--- src/rtl/mw8080_video_scan_pkg.sv ---
// Midway 8080 video scan: shared raster constants and types.
// Counter widths cover a 320x262 raster.
package mw8080_video_pkg;

  localparam int H_TOTAL_DEF = 320;
  localparam int V_TOTAL_DEF = 262;

  typedef logic [8:0] cnt_t;

  localparam cnt_t H_VIS_START = 9'd8;
  localparam cnt_t H_VIS_END   = 9'd264;
  localparam cnt_t HSYNC_START = 9'd280;
  localparam cnt_t HSYNC_END   = 9'd312;
  localparam cnt_t V_VIS_END   = 9'd224;
  localparam cnt_t VSYNC_START = 9'd230;
  localparam cnt_t VSYNC_END   = 9'd234;
  localparam cnt_t FETCH_END   = 9'd256;

  localparam logic [7:0] RST1_OPC = 8'hCF;
  localparam logic [7:0] RST2_OPC = 8'hD7;

  typedef struct packed {
    logic hblank;
    logic vblank;
    logic hsync;
    logic vsync;
  } sync_t;

  localparam sync_t SYNC_RST = 4'b1100;

  // Half-open window test: lo <= v < hi
  function automatic logic in_win(
    input cnt_t v,
    input cnt_t lo,
    input cnt_t hi
  );
    return (v >= lo) && (v < hi);
  endfunction

endpackage

--- src/rtl/mw8080_video_scan_if.sv ---
// Video-side RAM read port plus the RST interrupt request to the CPU.
// master = scan block, slave = RAM / CPU wrapper.
interface mw8080_video_scan_if;

  logic [12:0] vram_addr;
  logic [7:0]  vram_data;
  logic        irq_req;
  logic [7:0]  irq_vec;
  logic        irq_ack;

  modport master (
    output vram_addr,
    output irq_req,
    output irq_vec,
    input  vram_data,
    input  irq_ack
  );

  modport slave (
    input  vram_addr,
    input  irq_req,
    input  irq_vec,
    output vram_data,
    output irq_ack
  );

endinterface

--- src/rtl/mw8080_video_timing.sv ---
// Raster counters and registered blank/sync decode.
// Decode uses next-count values so outputs line up with Video.
module mw8080_video_timing
  import mw8080_video_pkg::*;
#(
  parameter int H_TOTAL = H_TOTAL_DEF,
  parameter int V_TOTAL = V_TOTAL_DEF
) (
  input  logic  clock,
  input  logic  reset_n,
  input  logic  pix_ce,
  output cnt_t  hcnt,
  output cnt_t  vcnt,
  output cnt_t  vcnt_nxt,
  output logic  eol,
  output sync_t sync
);

  localparam cnt_t H_LAST = cnt_t'(H_TOTAL - 1);
  localparam cnt_t V_LAST = cnt_t'(V_TOTAL - 1);

  cnt_t h_nxt;

  always_comb begin
    eol      = (hcnt == H_LAST);
    h_nxt    = eol ? '0 : hcnt + 9'd1;
    vcnt_nxt = vcnt;
    if (eol) begin
      vcnt_nxt = (vcnt == V_LAST) ? '0 : vcnt + 9'd1;
    end
  end

  always_ff @(posedge clock or negedge reset_n) begin
    if (!reset_n) begin
      hcnt <= '0;
      vcnt <= '0;
      sync <= SYNC_RST;
    end else if (pix_ce) begin
      hcnt        <= h_nxt;
      vcnt        <= vcnt_nxt;
      sync.hblank <= !in_win(h_nxt, H_VIS_START, H_VIS_END);
      sync.vblank <= !in_win(vcnt_nxt, '0, V_VIS_END);
      sync.hsync  <= in_win(h_nxt, HSYNC_START, HSYNC_END);
      sync.vsync  <= in_win(vcnt_nxt, VSYNC_START, VSYNC_END);
    end
  end

endmodule

--- src/rtl/mw8080_video_scan.sv ---
// Midway 8080 video scan: VRAM fetch, LSB-first serializer
// and mid/end-of-screen RST interrupt requests.
module mw8080_video_scan
  import mw8080_video_pkg::*;
#(
  parameter int          H_TOTAL      = H_TOTAL_DEF,
  parameter int          V_TOTAL      = V_TOTAL_DEF,
  parameter logic [12:0] VRAM_BASE    = 13'h0400,
  parameter int          IRQ_MID_LINE = 96,
  parameter int          IRQ_END_LINE = 224
) (
  input  logic                       clock,
  input  logic                       reset_n,
  input  logic                       pix_ce,
  mw8080_video_scan_if.master        bus,
  output logic                       video,
  output logic                       hblank,
  output logic                       vblank,
  output logic                       hsync,
  output logic                       vsync
);

  localparam cnt_t MID_LINE = cnt_t'(IRQ_MID_LINE);
  localparam cnt_t END_LINE = cnt_t'(IRQ_END_LINE);

  cnt_t        hcnt;
  cnt_t        vcnt;
  cnt_t        vcnt_nxt;
  logic        eol;
  sync_t       sync;

  logic [12:0] addr_q;
  logic        fetch_pend;
  logic [7:0]  hold_q;
  logic [7:0]  shift_q;
  logic        req_q;
  logic [7:0]  vec_q;

  logic        vis;
  logic        fetch;
  logic        ev_mid;
  logic        ev_end;
  logic        ack_clr;

  mw8080_video_timing #(
    .H_TOTAL (H_TOTAL),
    .V_TOTAL (V_TOTAL)
  ) u_tim (
    .clock    (clock),
    .reset_n  (reset_n),
    .pix_ce   (pix_ce),
    .hcnt     (hcnt),
    .vcnt     (vcnt),
    .vcnt_nxt (vcnt_nxt),
    .eol      (eol),
    .sync     (sync)
  );

  always_comb begin
    vis     = (hcnt < FETCH_END) && (vcnt < V_VIS_END);
    fetch   = pix_ce && vis && (hcnt[2:0] == 3'd0);
    ev_mid  = pix_ce && eol && (vcnt_nxt == MID_LINE);
    ev_end  = pix_ce && eol && (vcnt_nxt == END_LINE);
    ack_clr = bus.irq_ack && !ev_mid && !ev_end;
  end

  always_ff @(posedge clock or negedge reset_n) begin
    if (!reset_n) begin
      addr_q <= VRAM_BASE;
    end else if (fetch) begin
      addr_q <= VRAM_BASE
              + {vcnt[7:0], 5'b0}
              + {8'b0, hcnt[7:3]};
    end
  end

  // RAM answers one clock after the address; capture regardless of pix_ce
  always_ff @(posedge clock or negedge reset_n) begin
    if (!reset_n) begin
      fetch_pend <= 1'b0;
      hold_q     <= '0;
    end else begin
      fetch_pend <= fetch;
      if (fetch_pend) begin
        hold_q <= bus.vram_data;
      end
    end
  end

  always_ff @(posedge clock or negedge reset_n) begin
    if (!reset_n) begin
      shift_q <= '0;
    end else if (pix_ce) begin
      if (hcnt[2:0] == 3'd7) begin
        shift_q <= vis ? hold_q : 8'h00;
      end else begin
        shift_q <= {1'b0, shift_q[7:1]};
      end
    end
  end

  // A new event beats a simultaneous acknowledge
  always_ff @(posedge clock or negedge reset_n) begin
    if (!reset_n) begin
      req_q <= 1'b0;
      vec_q <= 8'h00;
    end else begin
      unique case (1'b1)
        ev_mid: begin
          req_q <= 1'b1;
          vec_q <= RST1_OPC;
        end
        ev_end: begin
          req_q <= 1'b1;
          vec_q <= RST2_OPC;
        end
        ack_clr: begin
          req_q <= 1'b0;
        end
        default: begin
        end
      endcase
    end
  end

  assign bus.vram_addr = addr_q;
  assign bus.irq_req   = req_q;
  assign bus.irq_vec   = vec_q;

  assign video  = shift_q[0];
  assign hblank = sync.hblank;
  assign vblank = sync.vblank;
  assign hsync  = sync.hsync;
  assign vsync  = sync.vsync;

endmodule

--- src/flat_wrapper.sv ---
// flat-port wrapper written by rule: the top's interface ports become plain ports
module mw8080_video_scan_flat import mw8080_video_pkg::*;
#(
  parameter int          H_TOTAL      = H_TOTAL_DEF,
  parameter int          V_TOTAL      = V_TOTAL_DEF,
  parameter logic [12:0] VRAM_BASE    = 13'h0400,
  parameter int          IRQ_MID_LINE = 96,
  parameter int          IRQ_END_LINE = 224
)
  (clock, reset_n, pix_ce, video, hblank, vblank, hsync, vsync, bus_vram_addr, bus_irq_req, bus_irq_vec, bus_vram_data, bus_irq_ack);
  mw8080_video_scan_if bus_i ();
  input  logic clock;
  input  logic reset_n;
  input  logic pix_ce;
  output logic video;
  output logic hblank;
  output logic vblank;
  output logic hsync;
  output logic vsync;
  output wire logic [$bits(bus_i.vram_addr)-1:0] bus_vram_addr;
  output wire logic [$bits(bus_i.irq_req)-1:0] bus_irq_req;
  output wire logic [$bits(bus_i.irq_vec)-1:0] bus_irq_vec;
  input wire logic [$bits(bus_i.vram_data)-1:0] bus_vram_data;
  input wire logic [$bits(bus_i.irq_ack)-1:0] bus_irq_ack;
  assign bus_vram_addr = bus_i.vram_addr;
  assign bus_irq_req = bus_i.irq_req;
  assign bus_irq_vec = bus_i.irq_vec;
  assign bus_i.vram_data = bus_vram_data;
  assign bus_i.irq_ack = bus_irq_ack;
  mw8080_video_scan #(.H_TOTAL(H_TOTAL), .V_TOTAL(V_TOTAL), .VRAM_BASE(VRAM_BASE), .IRQ_MID_LINE(IRQ_MID_LINE), .IRQ_END_LINE(IRQ_END_LINE)) u_core (.clock(clock), .reset_n(reset_n), .pix_ce(pix_ce), .bus(bus_i), .video(video), .hblank(hblank), .vblank(vblank), .hsync(hsync), .vsync(vsync));
endmodule
--- config.mk ---
export PLATFORM = sky130hd
export DESIGN_NAME = mw8080_video_scan_flat
export DESIGN_NICKNAME = d
export VERILOG_FILES = /design/src/rtl/mw8080_video_scan_pkg.sv /design/src/rtl/mw8080_video_scan_if.sv /design/src/rtl/mw8080_video_timing.sv /design/src/rtl/mw8080_video_scan.sv /design/src/flat_wrapper.sv
export SDC_FILE = /design/constraint.sdc
export NUM_CORES = 1
export LEC_CHECK = 0
export CAP_MARGIN = 40
export CORE_MARGIN = 1.5
export CORE_UTILIZATION = 60
export DETAILED_ROUTE_END_ITERATION = 7
export PLACE_DENSITY = 0.89
export SLEW_MARGIN = 20
export SYNTH_ARGS = -nofsm -noshare
export SYNTH_HDL_FRONTEND = slang
export SYNTH_SLANG_ARGS = --single-unit
--- constraint.sdc ---
create_clock -name clock -period 5.88 [get_ports clock]
set_input_delay 0.882 -clock clock [delete_from_list [all_inputs] [get_ports clock]]
set_output_delay 0.882 -clock clock [all_outputs]
set_load 0.01 [all_outputs]
==> run_results.csv <==
group,metric,value,unit
min_path,hold_class,"flop to flop",
timing,period_share,54.0,%
critical_path,crit_chain,"clkdlybuf4s50_1, buf_4, inv_1, a2111oi_4, nand3_2, mux2_2",
detailed_routing,postRouteAntennaNets,0,
placed_design,placed_area,3410,sq um
cts,cts_tree,"yes",
yosys,synth_top_cell_by_area,"dfrtp_1",
power_and_ir_drop,vdd_ir_drop_max,0.143,mV
detailed_routing,drt_iter0_drc,305,
floorplanning,ios,39,
detailed_routing,drc,0,
yosys,netlist_instances,314,
floorplanning,initial_core_util,63.7,%
cells_and_area,area_delta_synth_final,13.5,%
critical_path,crit_family,"buffers and inverters",
yosys,synthArstFlopShare,100,%
yosys,synth-main-ff-cell,"dfrtp_1",
cells_and_area,drive_gt1_share,13.7,%
yosys,synth_area_leaders,"dfrtp_1 43%, mux2_2 6.6%, o21ai_0 5.5%",
yosys,ys_top_cells_by_count,"53 x dfrtp_1, 34 x o21ai_0, 28 x nand2_1",
yosys,yosys_register_bits,56,
cts,cts_buffers,5,
cts,cts_resized,0,
timing,slew_viol_final,0,
yosys,synthDistinctLibCells,60,
power_and_ir_drop,power,876,uW
critical_path,crit_arrival,3.38,ns
floorplanning,fp.coreArea,4850,sq um
critical_path,path_buf_inv,3,
floorplanning,dieArea,5580,sq um
timing,setup_viol,0,
detailed_routing,num_vias,2440,
placed_design,numPortBuffers,37,
cts,post_cts_buffers,0,
grt,overflow,0,
yosys,yosysTopAreaCellShare,43.0,%
yosys,syn_area_per_cell,9.83,sq um
cells_and_area,fin_area,3500,sq um
timing,slew-limit-headroom,54.9,%
placed_design,gp_congestion,0.948,
power_and_ir_drop,powerDensity,250,nW/um^2
yosys,yosysWarnings,0,
cts,cts_hold_buf,0,
cts,clock_path_buffers,2,
critical_path,critPathLaunchType,"primary input",
cells_and_area,diodes,0,
detailed_routing,wl_per_cell,15.4,um
timing,worstMarginPinSlew,0.676,ns
grt,track_usage,24.3,%
cells_and_area,layout.nets,353,
critical_path,critPathKind,"primary input to flop",
placed_design,detailed_place_hpwl,4350,um
cts,clkLatencyLatePin,0.32,ns
grt,grt_max_degree,57,
timing,rsz0062_at_grt,"no",
yosys,synth.most_common_cell,"dfrtp_1",
timing,max_freq,315,MHz
critical_path,path_max_fanout,33,
timing,fin_crit,3.17,ns
yosys,synthesis.area,3090,sq um
cells_and_area,utilization,72.2,%
critical_path,critPathSlowestCell,"a2111oi_4",
grt,antenna_found_initial,0,
timing,finalSetupTns,0,ns
placed_design,pre_cts_slack,2.37,ns
yosys,ys_seq_area_share,45.5,%
detailed_routing,drt-pass1-iter-count,4,
cts,clockRootBuffer,"clkbuf_8",
cts,cts.clk_slew.worst_paths,0.10,ns
run,timing.max_cap.violations,0,
cts,cts_max_level,2,
critical_path,critical_path_required,6.08,ns
critical_path,end_kind,"flop",
detailed_routing,wl,6200,um
floorplanning,die_w,74.7,um
timing,fin_ws,2.71,ns
timing,hold_violations,0,
timing,worst_clock_skew,0.00889,ns
grt,grt_pass1_vias,2216,
floorplanning,die_height,74.7,um
floorplanning,std_cell_rows,25,
cts,clkSinkCount,56,
yosys,synth_fp_nets,332,
grt,grt_pass1_wl,10400,um
outcome,outcome,"complete, no violations",
yosys,synth-edff-count,0,
detailed_routing,via_per_inst,6.05,
critical_path,max_stage_delay,0.65,ns
power_and_ir_drop,p_leak,0.00149,uW
## tightest hold or removal path: cells and delay by family, from the launching register on
| family | cells | cell delay, ns |
|---|---|---|
| simple gates | 1 | 0.04 |
| flops | 1 | 0.38 |
| compound gates | 1 | 0.06 |
## registers in the layout, summed over array words and instances, names as in the netlist
name / count
u_core.u_tim.sync: 4
u_core.bus.vram_addr: 13
u_core.hold_q: 8
u_core.u_tim.vcnt: 9
u_core.shift_q: 8
u_core.fetch_pend: 1
u_core.bus.irq_req: 1
u_core.bus.irq_vec: 3
u_core.u_tim.hcnt: 9
## final cells by class
type | instances | area (sq um)
clock buffer | 5 | 68.8
clock inverter | 3 | 26.3
multi-input combinational | 215 | 1470
tap | 67 | 83.8
timing repair buffer | 39 | 380
inverter | 18 | 67.6
fill | 371 | 1350
sequential | 56 | 1410
## placed cells by master, fill, tap and decap left out, types with 4 or more instances in the layout
cell type / instances
a21o_1: 5
a21oi_1: 10
a32oi_1: 7
clkbuf_8: 5
clkdlybuf4s50_1: 36
dfrtp_1: 53
ha_1: 6
inv_1: 18
mux2_2: 18
mux2i_1: 4
nand2_1: 28
nand3_1: 18
nand4_1: 5
nor2_1: 18
nor3_1: 4
o21ai_0: 34
xnor2_1: 5
xor2_1: 4
## cells by family after synthesis
kind of cell | share of synthesized area (%)
other | 0.121
xor gates and xnor gates | 2.55
buffers and inverters | 6.85
AOI/OAI and AO/OA | 17.0
adders and majority gates | 2.43
DFF | 45.5
muxes | 8.35
and+or+nand+nor | 17.2
## layer usage
metal | up-vias | part of all wire (%) | GRT usage, %
met5 | - | 0 | 0
met4 | 0 | 1.5 | 7.27
met3 | 14 | 5.4 | 3.61
met2 | 82 | 48 | 39.1
met1 | 1191 | 45 | 34.4
li1 | 1153 | - | -
## per-stage QoR
stage	cells	hold WS, ns
2_1_floorplan	314	0.456
3_3_place_gp	395	0.461
3_5_place_dp	395	0.477
4_1_cts	403	0.492
5_1_grt	403	0.532
6_report	403	0.487
## worst paths after layout
check                                    startpoint                       end  slack (ns)  cells after the start
max                                          pix_ce   u_core.bus.vram_addr[0]        2.71                      6
min                        u_core.bus.vram_addr[10]  u_core.bus.vram_addr[10]        0.49                      2
max reg2reg                    u_core.u_tim.hcnt[1]     u_core.bus.irq_vec[3]        3.04                      7
min reg2reg                u_core.bus.vram_addr[10]  u_core.bus.vram_addr[10]        0.49                      2
max in group asynchronous                   reset_n  u_core.bus.vram_addr[11]        4.76                      2
min in group asynchronous                   reset_n          u_core.hold_q[1]        0.68                      2
## power breakdown
part           switching (uW)  total [uW]  internal (uW)
registers                56.5         487            430
clock network             133         221           88.0
logic                    81.9         168           85.6
Note: power is estimated with default switching activity, not from simulation.
